===== src/rtl/dest_sel_pipe_pkg.sv =====
// Datapath package: destination-select encodings, default register codes,
// the {valid, dest} stage entry type and a select-legality helper.
package dest_sel_pipe_pkg;

  localparam int REG_W_DEF = 4;

  // Destination select encodings; 5..7 are illegal.
  localparam logic [2:0] DSEL_RD0  = 3'd0;
  localparam logic [2:0] DSEL_LINK = 3'd1;
  localparam logic [2:0] DSEL_RD2  = 3'd2;
  localparam logic [2:0] DSEL_ALT  = 3'd3;
  localparam logic [2:0] DSEL_RD4  = 3'd4;

  // Default fixed register codes.
  localparam logic [REG_W_DEF-1:0] LINK_REG_DEF = 4'd15;
  localparam logic [REG_W_DEF-1:0] ALT_REG_DEF  = 4'd14;

  // Pipeline stage entry at the default register width.
  typedef struct packed {
    logic                 valid;
    logic [REG_W_DEF-1:0] dest;
  } dest_entry_t;

  function automatic logic sel_legal(input logic [2:0] s);
    return (s <= DSEL_RD4);
  endfunction

endpackage


===== src/rtl/dest_sel_pipe_decode.sv =====
// Combinational destination-select decode with legality flag.
// Illegal selects yield dest = 0 and legal = 0.
module dest_sel_pipe_decode
  import dest_sel_pipe_pkg::*;
#(
  parameter int               REG_W    = 4,
  parameter logic [REG_W-1:0] LINK_REG = REG_W'(LINK_REG_DEF),
  parameter logic [REG_W-1:0] ALT_REG  = REG_W'(ALT_REG_DEF)
) (
  input  logic [2:0]       sel,
  input  logic [REG_W-1:0] data0,
  input  logic [REG_W-1:0] data2,
  input  logic [REG_W-1:0] data4,
  output logic [REG_W-1:0] dest,
  output logic             legal
);

  // Select mux; default covers the illegal codes.
  always_comb begin
    dest  = '0;
    legal = sel_legal(sel);
    case (sel)
      DSEL_RD0:  dest = data0;
      DSEL_LINK: dest = LINK_REG;
      DSEL_RD2:  dest = data2;
      DSEL_ALT:  dest = ALT_REG;
      DSEL_RD4:  dest = data4;
      default:   dest = '0;
    endcase
  end

endmodule


===== src/rtl/dest_sel_pipe.sv =====
// Destination-register select pipeline: decodes the write-back destination,
// carries {valid, dest} through STAGES registers with stall/flush control,
// and exposes RAW hazard flags, a pending-write count and the register-file
// write port.
//
// Control semantics: an instruction is captured on an edge where stall=0 and
// flush=0; in_valid qualifies the capture. Stall holds every stage and drops
// the inputs for that cycle. Flush outranks stall and clears all valids, but
// the final-stage entry still writes back in the flush cycle. Reset outranks
// both.
module dest_sel_pipe
  import dest_sel_pipe_pkg::*;
#(
  parameter int               REG_W    = 4,
  parameter int               STAGES   = 3,
  parameter logic [REG_W-1:0] LINK_REG = REG_W'(LINK_REG_DEF),
  parameter logic [REG_W-1:0] ALT_REG  = REG_W'(ALT_REG_DEF)
) (
  input  logic                        clk,
  input  logic                        reset,
  input  logic [2:0]                  sel,
  input  logic [REG_W-1:0]            data0,
  input  logic [REG_W-1:0]            data2,
  input  logic [REG_W-1:0]            data4,
  input  logic                        in_valid,
  input  logic                        wr_en_in,
  input  logic                        stall,
  input  logic                        flush,
  input  logic [REG_W-1:0]            src_a,
  input  logic [REG_W-1:0]            src_b,
  output logic                        hazard_a,
  output logic                        hazard_b,
  output logic [REG_W-1:0]            wb_dest,
  output logic                        wb_we,
  output logic [$clog2(STAGES+1)-1:0] pending_cnt,
  output logic                        sel_err
);

  localparam int CNT_W = $clog2(STAGES + 1);

  typedef struct packed {
    logic             valid;
    logic [REG_W-1:0] dest;
  } stage_t;

  stage_t           pipe_q [STAGES];
  logic [REG_W-1:0] dec_dest;
  logic             dec_legal;
  logic             sel_err_q;
  logic             capture;

  dest_sel_pipe_decode #(
    .REG_W    (REG_W),
    .LINK_REG (LINK_REG),
    .ALT_REG  (ALT_REG)
  ) u_decode (
    .sel   (sel),
    .data0 (data0),
    .data2 (data2),
    .data4 (data4),
    .dest  (dec_dest),
    .legal (dec_legal)
  );

  assign capture = !stall && !flush;

  // Pipeline registers plus the registered illegal-select pulse.
  always_ff @(posedge clk) begin
    if (reset) begin
      for (int k = 0; k < STAGES; k++) begin
        pipe_q[k] <= '0;
      end
      sel_err_q <= 1'b0;
    end else if (flush) begin
      // Dests keep stale values; only the valids matter after a flush.
      for (int k = 0; k < STAGES; k++) begin
        pipe_q[k].valid <= 1'b0;
      end
      sel_err_q <= 1'b0;
    end else if (capture) begin
      pipe_q[0].valid <= in_valid & wr_en_in & dec_legal;
      pipe_q[0].dest  <= dec_dest;
      for (int k = 1; k < STAGES; k++) begin
        pipe_q[k] <= pipe_q[k-1];
      end
      sel_err_q <= in_valid & ~dec_legal;
    end else begin
      sel_err_q <= 1'b0;
    end
  end

  assign sel_err = sel_err_q;
  assign wb_dest = pipe_q[STAGES-1].dest;
  // A stalled final stage writes only when it finally advances (or is flushed).
  assign wb_we   = pipe_q[STAGES-1].valid & (!stall | flush);

  // Hazard compares and valid popcount over all stages.
  always_comb begin
    hazard_a    = 1'b0;
    hazard_b    = 1'b0;
    pending_cnt = '0;
    for (int k = 0; k < STAGES; k++) begin
      if (pipe_q[k].valid && (pipe_q[k].dest == src_a)) hazard_a = 1'b1;
      if (pipe_q[k].valid && (pipe_q[k].dest == src_b)) hazard_b = 1'b1;
      pending_cnt = pending_cnt + CNT_W'(pipe_q[k].valid);
    end
  end

endmodule


===== config.mk =====
export PLATFORM = sky130hd
export DESIGN_NAME = dest_sel_pipe
export DESIGN_NICKNAME = d
export VERILOG_FILES = /design/src/rtl/dest_sel_pipe_pkg.sv /design/src/rtl/dest_sel_pipe_decode.sv /design/src/rtl/dest_sel_pipe.sv
export SDC_FILE = /design/constraint.sdc
export NUM_CORES = 1
export LEC_CHECK = 0
export BUFFER_PORTS_ARGS = -buffer_cell sky130_fd_sc_hd__buf_4
export CORE_MARGIN = 2
export CORE_UTILIZATION = 43
export DETAILED_ROUTE_END_ITERATION = 10
export HOLD_SLACK_MARGIN = 0.15
export PLACE_DENSITY = 0.8
export SLEW_MARGIN = 20
export SYNTH_ARGS = -nofsm -noshare
export SYNTH_HDL_FRONTEND = slang
export SYNTH_SLANG_ARGS = --single-unit

===== constraint.sdc =====
create_clock -name clk -period 1 [get_ports clk]
set_input_delay 0.15 -clock clk [delete_from_list [all_inputs] [get_ports clk]]
set_output_delay 0.15 -clock clk [all_outputs]
set_load 0.03 [all_outputs]

==> run metrics <==
gate count after technology mapping=105; TritonCTS clock tree=built; gpl congestion=0.759; Post-Syn Area=1080 sq um; initial antenna violation count=0; Final WS setup=-0.667 ns; Switch Pwr=437 uW; Clock Latency Late Sink=0.27 ns; WP buf/inv=2; syn nets=135; Final Cycle Share=167%; Rel. slew slack=87.4%; Slew Limit Fails=0; crit path time final=1.67 ns; post-synth cell types=24; WHS Path Cells=2; critical path class=reg2out; gr usage total=17.5%; count of final setup violators=9; layout cells sized above 1=39.9%; Post-DRT Antenna Nets=0; end-of-flow core utilization=65.6%; DRC viols=0; DRT Pass-1 Iters=3; post-synth top area share=41.5%; final non-filler cell total=183; synthesized flop and latch total=16; nature of the critical path endpoint=output pin; final instance area=1600 sq um; Max clock buf depth=2; f_max=600 MHz; share of flip-flops with an asynchronous set or reset=0%; Via-to-Cell Ratio=5.02; Int Pwr=1160 uW; post-synth top area cell=edfxtp_1; stages on the worst setup path=6; pin count of the biggest net entering global routing=13; top-count cell post-synth=xor2_1; worst vdd ir=0.583 mV; number of port buffers=38; Die Span X=54.2 um; cells taking the most area after synthesis=edfxtp_1, xor2_1, and2_1; delay-heaviest family, CP=flip-flops; total number of vias=918; Area growth, synth to finish=47.1%; r2r worst-path depth=2; Clock Skew=0.000949 ns; CP max stage delay=0.44 ns; failing checks=negative setup slack; sequential power share=50.6%; Avg Cell Area, Syn=10.3 sq um; Worst Tran Pin Value=0.189 ns; num rows=18; Crit Path Max Fanout=3; dpl cells=177; Synth Warn #=0; Power, Total=1600 uW; Sw Ratio=27.3%; unrepaired setup endpoints after global routing=yes; worst min path class=in2reg; Main synth FF type=edfxtp_1; Crit-path slowest cell=edfxtp_1; nets=184; DR WL/cell=12.8 um; Initial Util=44.6%; Clk network pwr share=21.0%; DP Worst Slack=-0.400 ns; EDFF count, synth=15; dpl hpwl=1900 um; GR Overflow Total=0; core box area=2430 sq um; status=complete, but fails checks; root buffer cell=clkbuf_4; Comb pwr share=28.3%; max_cap viols=0; drt first-iter violations=11; # IOs=39; htree depth=1; Worst Path Required=0.85 ns; die area=2940 sq um; LEAKAGE=0.000694 uW; DP Area=1490 sq um; crit-path cells=buf_6 -> xor2_1 -> nor3_1 -> nand3_1 -> nand3_4 -> buf_6; most frequent CP cell=buf_6; PwrDens=1000 nW/um^2; synth cell count leaders=xor2_1, edfxtp_1, and2_1; Fin. Hold Viols=0; Crit path arrival time=1.52 ns; sequential-to-total area share from yosys stat=43.4%; diode count=0; total clock buffers created by CTS=3; Clock Sinks=16; WL final=2340 um; crit path launch type=flip-flop; first-pass GRT wire length=3690 um; vias in the first global route=918; die height=54.2 um; clock-pin slew on the worst setup and hold paths=0.09 ns
## layout by cell type, fill, tap and decap left out, drive strengths merged, types with 2 or more instances in the layout
master,synthesis,routed
clkbuf,0,3
nand2,2,2
nor3,8,8
a21oi,7,7
nor2b,3,3
buf,7,50
nand3,8,8
o22a,3,3
xnor2,6,6
nor2,7,7
xor2,18,18
and2,10,10
edfxtp,15,15
nand3b,3,3
## final cells by class
class | instances | area, sq um
tap | 30 | 37.5
fill | 195 | 837
timing repair buffer | 51 | 450
sequential | 16 | 470
multi-input combinational | 81 | 607
clock buffer | 3 | 22.5
clock inverter | 1 | 3.75
inverter | 1 | 3.75
## worst paths after layout
path                      from             to  slack, ns
setup / recovery  pipe_q[0][5]       hazard_b      -0.67
hold / removal          sel[1]        sel_err       0.21
setup reg to reg  pipe_q[0][4]   pipe_q[0][9]       0.04
hold reg to reg   pipe_q[0][7]  pipe_q[0][12]       0.64
## through the flow
step	hold slack [ns]	TNS (ns)
final	0.214	-3.08
after global routing	0.222	-3.56
after CTS	0.209	-3.17
after detailed placement	0.447	-2.13
after global placement	0.447	-1.68
after floorplan	0.312	-0.627
## routing by layer
metal | share of wire [%] | vias to the layer above | GRT usage [%]
li1 | - | 456 | -
met1 | 42 | 427 | 19.3
met2 | 53 | 33 | 34.1
met3 | 5.3 | 2 | 3.28
met4 | 0.34 | 0 | 4.17
met5 | 0 | - | 0
## registers in the layout, summed over array words and instances (netlist names)
| signal | cells |
|---|---|
| sel_err | 1 |
| pipe_q | 15 |
## power groups by stage
stage / Sequential [uW] / Combinational [uW] / Clock (uW)
2_1_floorplan: 819 / 232 / 0
3_3_place_gp: 821 / 404 / 0
3_5_place_dp: 825 / 419 / 0
4_1_cts: 810 / 447 / 347
5_1_grt: 817 / 493 / 388
6_report: 811 / 454 / 337
## cell families (layout without fill, tap and decap cells)
logic type | count (synthesis) | count (layout) | share of synthesized area, %
AOI/OAI and AO/OA | 13 | 13 | 7.84
adders and majority gates | 1 | 1 | 1.85
buffers and inverters | 8 | 56 | 4.96
xor gates and xnor gates | 24 | 24 | 19.4
DFF | 16 | 16 | 43.4
and+or+nand+nor | 43 | 43 | 22.6
## repair_timing
item                       4_1_cts  5_1_grt
pin swaps                       17       11
setup endpoints to repair        9        9
hold endpoints to repair         1        0
buffers inserted                 0        2
cloned                           0        0
hold buffers                     1        0
resized for setup               12        5
No activity file was read; power rests on OpenSTA's default activity.
